`config.mk`:
```
export PLATFORM = sky130hd
export DESIGN_NAME = node_exec
export DESIGN_NICKNAME = d
export VERILOG_FILES = /design/src/rtl/node_exec_pkg.sv /design/src/rtl/alu_sat.sv /design/src/rtl/node_exec.sv
export SDC_FILE = /design/constraint.sdc
export NUM_CORES = 1
export LEC_CHECK = 0
export CAP_MARGIN = 20
export CORE_UTILIZATION = 30
export CTS_CLUSTER_SIZE = 40
export DETAILED_ROUTE_END_ITERATION = 10
export PLACE_DENSITY = 0.52
export RECOVER_POWER = 100
export SLEW_MARGIN = 40
export SYNTH_ARGS = -nofsm -noshare
export SYNTH_HDL_FRONTEND = slang
export SYNTH_HIERARCHICAL = 1
export SYNTH_SLANG_ARGS = --single-unit
```
`constraint.sdc`:
```
create_clock -name clk -period 3.9 [get_ports clk]
set_input_delay 0.975 -clock clk [delete_from_list [all_inputs] [get_ports clk]]
set_output_delay 0.975 -clock clk [all_outputs]
set_load 0.05 [all_outputs]
```
`src/rtl/node_exec_pkg.sv`:
```
// node_exec_pkg: shared widths, op/src codes, register-block commands and FSM states for node_exec
package node_exec_pkg;
  localparam int DATA_W = 11;
  localparam int SAT_MAX = 999;
  localparam int NUM_PORTS = 4;
  typedef enum logic [2:0] {OP_NOP, OP_MOV, OP_ADD, OP_SUB, OP_NEG, OP_SWP, OP_SAV, OP_RSV} op_e;
  localparam logic [2:0] SRC_IMM = 3'd0;
  localparam logic [2:0] SRC_ACC = 3'd1;
  localparam logic [2:0] SRC_NIL = 3'd2;
  localparam logic [2:0] SRC_PORT0 = 3'd4;
  typedef enum logic [1:0] {INSTR_REG_NOP, INSTR_REG_WRITE, INSTR_REG_SWP, INSTR_REG_SAV} instr_e;
  typedef enum logic [1:0] {ST_IDLE, ST_FETCH, ST_ISSUE} state_e;
endpackage

```
`src/rtl/alu_sat.sv`:
```
// alu_sat: op_i/acc_i/opnd_i -> instr_o register command and val_o result clamped to +-SAT_MAX
module alu_sat
  import node_exec_pkg::*;
(
  input  logic [2:0]               op_i,
  input  logic signed [DATA_W-1:0] acc_i,
  input  logic signed [DATA_W-1:0] opnd_i,
  output logic [1:0]               instr_o,
  output logic signed [DATA_W-1:0] val_o
);
  localparam logic signed [DATA_W:0] MAXV = SAT_MAX;
  logic signed [DATA_W:0] a, b, sum, clamp;
  logic is_w;
  assign a = {acc_i[DATA_W-1], acc_i};
  assign b = {opnd_i[DATA_W-1], opnd_i};
  assign is_w = op_i inside {OP_MOV, OP_ADD, OP_SUB, OP_NEG};
  assign sum = op_i == OP_MOV ? b : op_i == OP_ADD ? a + b : op_i == OP_SUB ? a - b : -a;
  assign clamp = sum > MAXV ? MAXV : sum < -MAXV ? -MAXV : sum;
  assign val_o = is_w ? clamp[DATA_W-1:0] : '0;
  assign instr_o = is_w ? INSTR_REG_WRITE : op_i == OP_SWP ? INSTR_REG_SWP :
                   op_i == OP_SAV ? INSTR_REG_SAV : INSTR_REG_NOP;
endmodule

```
`src/rtl/node_exec.sv`:
```
// node_exec: TIS-100 execute stage; start/op/src/imm in, operand from imm/acc_in/nil/port_data via port_valid/port_ready, one reg_instr/reg_val command plus done out, busy while not idle
module node_exec
  import node_exec_pkg::*;
(
  input  logic                          clk,
  input  logic                          reset,
  input  logic                          clk_en,
  input  logic                          start,
  input  logic [2:0]                    op,
  input  logic [2:0]                    src,
  input  logic signed [DATA_W-1:0]      imm,
  input  logic signed [DATA_W-1:0]      acc_in,
  input  logic [NUM_PORTS*DATA_W-1:0]   port_data,
  input  logic [NUM_PORTS-1:0]          port_valid,
  output logic [NUM_PORTS-1:0]          port_ready,
  output logic [1:0]                    reg_instr,
  output logic signed [DATA_W-1:0]      reg_val,
  output logic                          busy,
  output logic                          done
);
  state_e state_q;
  logic [2:0] op_q;
  logic [$clog2(NUM_PORTS)-1:0] sel_q;
  logic [2:0] alu_op;
  logic signed [DATA_W-1:0] opnd, alu_val;
  logic [1:0] alu_instr;
  logic fetch;
  assign fetch = src >= SRC_PORT0 && (op == OP_MOV || op == OP_ADD || op == OP_SUB);
  assign alu_op = state_q == ST_IDLE ? op : op_q;
  assign opnd = state_q == ST_FETCH ? port_data[sel_q*DATA_W +: DATA_W] :
                src == SRC_IMM ? imm : src == SRC_ACC ? acc_in : '0;
  alu_sat u_alu (.op_i(alu_op), .acc_i(acc_in), .opnd_i(opnd), .instr_o(alu_instr), .val_o(alu_val));
  always_ff @(posedge clk or posedge reset) begin
    if (reset) begin
      state_q <= ST_IDLE;
      op_q <= '0;
      sel_q <= '0;
      port_ready <= '0;
      reg_instr <= INSTR_REG_NOP;
      reg_val <= '0;
      busy <= 1'b0;
      done <= 1'b0;
    end else if (clk_en) begin
      case (state_q)
        ST_IDLE: if (start) begin
          op_q <= op;
          sel_q <= src[1:0];
          busy <= 1'b1;
          if (fetch) begin
            state_q <= ST_FETCH;
            port_ready <= NUM_PORTS'(1) << src[1:0];
          end else begin
            state_q <= ST_ISSUE;
            reg_instr <= alu_instr;
            reg_val <= alu_val;
            done <= 1'b1;
          end
        end
        ST_FETCH: if (|(port_valid & port_ready)) begin
          state_q <= ST_ISSUE;
          port_ready <= '0;
          reg_instr <= alu_instr;
          reg_val <= alu_val;
          done <= 1'b1;
        end
        default: begin
          state_q <= ST_IDLE;
          reg_instr <= INSTR_REG_NOP;
          reg_val <= '0;
          busy <= 1'b0;
          done <= 1'b0;
        end
      endcase
    end
  end
endmodule

```
==> qor.txt, run 1 <==
CTS tree: built
clock skew: 0.00342 ns
Worst-Skew Late Latency: 0.26 ns
Leak Pwr: 2.89 nW
die height: 112 um
Setup WS post-layout: -0.395 ns
commonest non-fill, non-tap cell in the layout: buf_4
Longest Clk Path Bufs: 2
CTS root buf: clkbuf_16
Cell Pwr Density: 880 mW/mm^2
fraction of registers with async set/reset: 1.00
Worst setup EP type: flop
final instance area: 0.00683 sq mm
fraction of layout cells with a size suffix above 1: 0.466
Detailed Route Iter0 Violations: 253
Yosys cell types: 75
Max FO, Critical Path: 5
Max Fclk: 0.233 GHz
DRT Pass-1 Iters: 7
worst hold-check path type: reg -> reg
Tcrit/Tclk final: 1.10
most frequent cells in the layout: 131 x buf_4, 57 x clkdlybuf4s50_1, 26 x dfrtp_1
Sink Count: 26
Fin Setup TNS: -3.35 ns
max-cap viol count: 0
ys flop type: dfrtp_1
# port buffers: 98
final setup vio count: 11
RSZ-0062 raised after global routing: true
initial antenna violation count: 0
Ys Warns: 6
crit path kind: in -> reg
synthesis-stage register bit count: 26
Worst EP required: 4.05 ns
IO Count: 99
first-pass GRT wire length: 22.6 mm
Synth Net Count: 523
Worst Tran Pin Value: 1.01 ns
largest net degree at the start of global routing: 29
routability cong.: 0.910
area grow syn2layout: 89.7%
die width: 112 um
maximum vdd drop: 0.342 mV
placed standard-cell area: 0.00563 sq mm
vias in the first global route: 4449
fin crit period: 4.30 ns
Post-Route WL: 14.3 mm
Cells after DPL: 753
filler instances: 989
Synth Area per Inst: 8.62 sq um
DRC Markers: 2
outcome: finished with violations
final hold violations: 0
Slew HR: 0.325
Syn Std Cell Area: 0.00360 sq mm
routed length per instance: 17.9 um
Seq/Total Area, Yosys: 0.181
HPWL Detailed: 10.8 mm
footprint of the multi-input gates: 0.00348 sq mm
Mapped Cells: 418
Vias/cell: 5.48
n_diodes: 0
violated checks: DRC, setup timing
Total Nets Final: 761
final hold slack: 0.473 ns
CTS Hold Bufs: 0
Initial Utilization: 0.311
Post-synth EDFFs: 0
Sequential Area: 651 sq um
post-route ant nets: 0
GR Overflow Total: 0
Core Region: 0.0116 sq mm
Clock H-tree levels: 1
fin. max-slew vios: 0
gr usage total: 0.228
CTS buffer count: 3
# rows: 39
die area: 0.0125 sq mm
vias post-DR: 4375
Worst setup SP type: input pin
Worst-path clk slew: 0.07 ns
Critical Path AT: 4.44 ns
Post-Layout Cell Count: 798
-- cell families after synthesis --
logic type / synth area share
xor+xnor: 0.0365
buf+inv: 0.0653
fa+ha+maj: 0.0910
mux: 0.120
compound gates: 0.300
simple gates: 0.206
flops: 0.181
-- final cells by class --
type,instances,share of cell area
sequential,26,0.0952
tap,143,0.0262
multi-input combinational,343,0.509
clock buffer,3,0.0110
clock inverter,1,0.00439
inverter,27,0.0156
timing repair buffer,255,0.339
-- metal layers --
| metal | part of all wire | global-route usage |
|---|---|---|
| met4 | 0.025 | 0.0577 |
| met3 | 0.062 | 0.0267 |
| met2 | 0.49 | 0.410 |
| met1 | 0.42 | 0.289 |
| met5 | 0 | 0 |
-- worst max-delay path, stage by stage --
cell and delay, ns:
clkdlybuf4s50_1 0.39, mux4_2 0.47, nand2_2 0.10, o21ai_4 0.07
inv_2 0.07, ha_4 0.20, buf_6 0.14, a211oi_4 0.31
o211ai_1 0.23, a211oi_4 0.31, nor3b_4 0.11, a2111oi_4 0.37
buf_4 0.18, a311o_1 0.17, o211ai_1 0.10, a22o_1 0.24
-- repair_timing --
item,4_1_cts,5_1_grt
setup buffers,33,11
cloned,1,0
resized for setup,153,43
setup endpoints to repair,11,11
pin swaps,64,45
-- Yosys cell counts, types with 4 or more instances --
cell type | instances | area [sq um]
inv_1 | 27 | 101
dfrtp_1 | 26 | 651
ha_1 | 23 | 288
nand2_1 | 23 | 86.3
nor2_1 | 23 | 86.3
o21ai_0 | 23 | 115
nor3_1 | 19 | 95.1
a21oi_1 | 14 | 70.1
a22o_1 | 14 | 123
a22oi_1 | 14 | 105
mux2_2 | 12 | 135
nand3_1 | 12 | 60.1
nor2b_1 | 12 | 75.1
mux4_2 | 11 | 248
a21o_1 | 10 | 75.1
o21a_1 | 10 | 75.1
clkbuf_1 | 9 | 33.8
nand2b_1 | 9 | 56.3
xnor2_1 | 8 | 70.1
xor2_1 | 7 | 61.3
a221oi_1 | 6 | 52.6
nor3b_1 | 6 | 45.0
mux2i_1 | 5 | 50.1
a31oi_1 | 4 | 25.0
buf_2 | 4 | 20.0
buf_4 | 4 | 30.0
buf_6 | 4 | 45.0
nor4_1 | 4 | 25.0
-- path summary, 6_finish.rpt --
path / cells past startpoint / endpoint / slack [ns] / startpoint
max: 16 / reg_val[4]$_DFFE_PP0P_ / -0.40 / port_data[35]
min: 1 / done$_DFFE_PP0P_ / 0.47 / done$_DFFE_PP0P_
max reg2reg: 17 / reg_val[4]$_DFFE_PP0P_ / -0.05 / sel_q[0]$_DFFE_PP0P_
min reg2reg: 1 / done$_DFFE_PP0P_ / 0.47 / done$_DFFE_PP0P_
max in group asynchronous: 2 / reg_val[3]$_DFFE_PP0P_ / 1.90 / reset
min in group asynchronous: 2 / port_ready[2]$_DFFE_PP0P_ / 1.39 / reset
-- sequential cells by signal (all words and copies together), names as in the netlist --
name and cells:
op_q 3, busy 1, reg_val 11, done 1, port_ready 4, reg_instr 2, state_q 2, sel_q 2
-- through the flow --
stage	setup slack, ns	utilization	total power, mW
after floorplan	-0.252	-	2.90
after global placement	-1.12	0.487	4.34
after detailed placement	-1.21	0.487	4.38
after CTS	-0.347	0.569	5.65
after global routing	-0.547	0.591	6.40
final	-0.395	0.591	6.01
-- power breakdown --
group / switching [mW] / internal (mW)
registers: 0.0729 / 0.377
logic: 2.66 / 2.61
clock network: 0.0956 / 0.204
total: 2.83 / 3.19
Note: power is estimated with default switching activity, not from simulation.
==> run 2: changes to the inputs <==
--- a/config.mk
+++ b/config.mk
@@ -9,7 +9,8 @@
 export CORE_UTILIZATION = 30
 export CTS_CLUSTER_SIZE = 40
 export DETAILED_ROUTE_END_ITERATION = 10
-export PLACE_DENSITY = 0.52
+export DONT_BUFFER_PORTS = 1
+export PLACE_DENSITY = 0.41
 export RECOVER_POWER = 100
 export SLEW_MARGIN = 40
 export SYNTH_ARGS = -nofsm -noshare
==> constraint.sdc (replaced) <==
create_clock -name clk -period 3.9 [get_ports clk]
set_input_delay 0.585 -clock clk [delete_from_list [all_inputs] [get_ports clk]]
set_output_delay 0.585 -clock clk [all_outputs]
set_load 0.05 [all_outputs]
==> qor.txt, run 2 (same netlist as run 1, synthesis figures left out) <==
outcome: complete, no violations
routed length per instance: 19.6 um
Detailed Route Iter0 Violations: 139
Switching Fraction: 0.492
placed standard-cell area: 0.00432 sq mm
Vias/cell: 5.64
Cell Pwr Density: 1020 mW/mm^2
# rows: 39
HPWL Detailed: 9.84 mm
Longest Clk Path Bufs: 2
Tcrit/Tclk final: 0.995
max FFs per register: 11
Worst EP required: 4.05 ns
Max FO, Critical Path: 5
cell internal pwr: 2.61 mW
Worst setup EP type: flop
Post-Layout Cell Count: 636
Top reg by flops: reg_val
Cells after DPL: 620
Critical Path AT: 4.02 ns
Psw: 2.53 mW
fin. max-slew vios: 0
worst hold-check path type: in -> reg
met3 Usage GRT: 0.0294
Total Nets Final: 599
n_diodes: 0
Worst Tran Pin Value: 1.00 ns
DRC Markers: 0
Slew HR: 0.332
fraction of layout cells with a size suffix above 1: 0.420
CTS Hold Bufs: 0
vias post-DR: 3590
first-pass GRT wire length: 19.6 mm
Comb pwr share: 0.806
biggest regs: reg_val x11, port_ready x4, op_q x3
Initial Utilization: 0.311
WHS Path Cells: 1
Worst Reg2Reg Path Length in Cells: 17
Sink Count: 26
R2R Path End: reg_val[3]$_DFFE_PP0P_
worst reg2reg setup slack: 0.02 ns
Core Region: 0.0116 sq mm
routability cong.: 0.878
Clock H-tree levels: 1
Clock power frac: 0.058
grt peak-use layer: met2
met2 Resource Use GR: 0.342
die height: 112 um
RSZ-0062 raised after global routing: true
Worst setup SP type: flop
gr usage total: 0.198
die width: 112 um
RR Startpoint: sel_q[0]$_DFFE_PP0P_
final hold violations: 0
Worst-path clk slew: 0.07 ns
area grow syn2layout: 39.9%
die area: 0.0125 sq mm
Post-Route WL: 12.5 mm
DRT Pass-1 Iters: 4
# port buffers: 0
CTS tree: built
final hold slack: 0.406 ns
IO Count: 99
post-route ant nets: 0
commonest non-fill, non-tap cell in the layout: buf_4
Worst-Skew Late Latency: 0.26 ns
Place WS: -0.397 ns
fin crit period: 3.88 ns
CTS root buf: clkbuf_16
Worst Hold Launch: clk_en
final instance area: 0.00504 sq mm
Setup WS post-layout: 0.0206 ns
initial antenna violation count: 0
vias in the first global route: 3659
clock skew: 0.00818 ns
largest net degree at the start of global routing: 27
most frequent cells in the layout: 80 x buf_4, 24 x dfrtp_1, 22 x nor2_1, 22 x inv_1, 17 x nand2_1
met1 usage in global routing: 0.266
Leak Pwr: 2.01 nW
crit path kind: reg -> reg
maximum vdd drop: 0.373 mV
max-cap viol count: 0
Max Fclk: 0.258 GHz
CTS buffer count: 3
final setup vio count: 0
GR Overflow Total: 0
Seq pwr share: 0.136
hold endpoint: busy$_DFFE_PP0P_
==> run 2: changes by cell type in the layout (fill, tap and decap cells not counted), sizes merged <==
cell	delta
dlymetal6s2s	-5
buf	-67
clkdlybuf4s50	-57
dlygate4sd2	-10
dlygate4sd3	-23
==> run 2: critical path, stage by stage (launching register included) <==
cell and delay [ns]:
dfrtp_2 0.44, buf_12 0.15, mux4_2 0.33, nand2_2 0.07, o21ai_4 0.10, ha_4 0.17, inv_2 0.03, fa_2 0.36
o21bai_4 0.16, a221oi_4 0.10, buf_4 0.15, a2111oi_4 0.35, o21a_1 0.21, o311ai_4 0.12, or2_4 0.28, a41o_1 0.26
o221a_2 0.25, a22o_1 0.20
==> run 2: timing repair <==
action / 4_1_cts / 5_1_grt
gates resized for setup: 49 / 66
pin swaps: 20 / 27
gates cloned: 1 / 0
buffers inserted: 8 / 5
endpoints found under the setup margin: 10 / 11
==> run 2: worst max-delay path by stage <==
stage / depth (start not counted) / slack (ns) / to / from
2_1_floorplan: 17 / 0.005 / reg_val[3]$_DFFE_PP0P_ / src[0]
3_3_place_gp: 17 / -0.35 / reg_val[0]$_DFFE_PP0P_ / src[0]
3_5_place_dp: 17 / -0.40 / reg_val[0]$_DFFE_PP0P_ / src[1]
4_1_cts: 18 / 0.007 / reg_val[0]$_DFFE_PP0P_ / sel_q[0]$_DFFE_PP0P_
5_1_grt: 17 / -0.13 / reg_val[3]$_DFFE_PP0P_ / sel_q[0]$_DFFE_PP0P_
6_report: 17 / 0.02 / reg_val[3]$_DFFE_PP0P_ / sel_q[0]$_DFFE_PP0P_
==> run 2: power by group through the flow <==
stage                     combinational (mW)  clock [mW]  sequential, mW
after detailed placement                3.33           0           0.699
after global placement                  3.33           0           0.700
final                                   4.14       0.297           0.701
after CTS                               3.75       0.302           0.702
after floorplan                         2.17           0           0.668
after global routing                    4.48       0.314           0.714
==> run 2: metrics by stage <==
step	setup TNS [ns]	utilization	power, mW
after CTS	0	0.410	4.75
after global routing	-0.725	0.436	5.50
after detailed placement	-3.11	0.373	4.03
final	0	0.436	5.14
after global placement	-2.74	0.372	4.03
after floorplan	0	-	2.84
==> run 2: layout make-up <==
| class | count | area, sq um |
|---|---|---|
| Inverter | 27 | 101 |
| Clock buffer | 3 | 75.1 |
| Multi-Input combinational cell | 343 | 3230 |
| Clock inverter | 1 | 30.0 |
| Sequential cell | 26 | 653 |
| Tap cell | 143 | 179 |
| Fill cell | 1088 | 6520 |
| Timing Repair Buffer | 93 | 774 |
==> run 2: routing by layer <==
metal | routed length (um) | vias to the layer above
li1 | - | 1743
met5 | 0 | -
met3 | 574 | 4
met4 | 74 | 0
met2 | 6140 | 97
met1 | 5690 | 1746
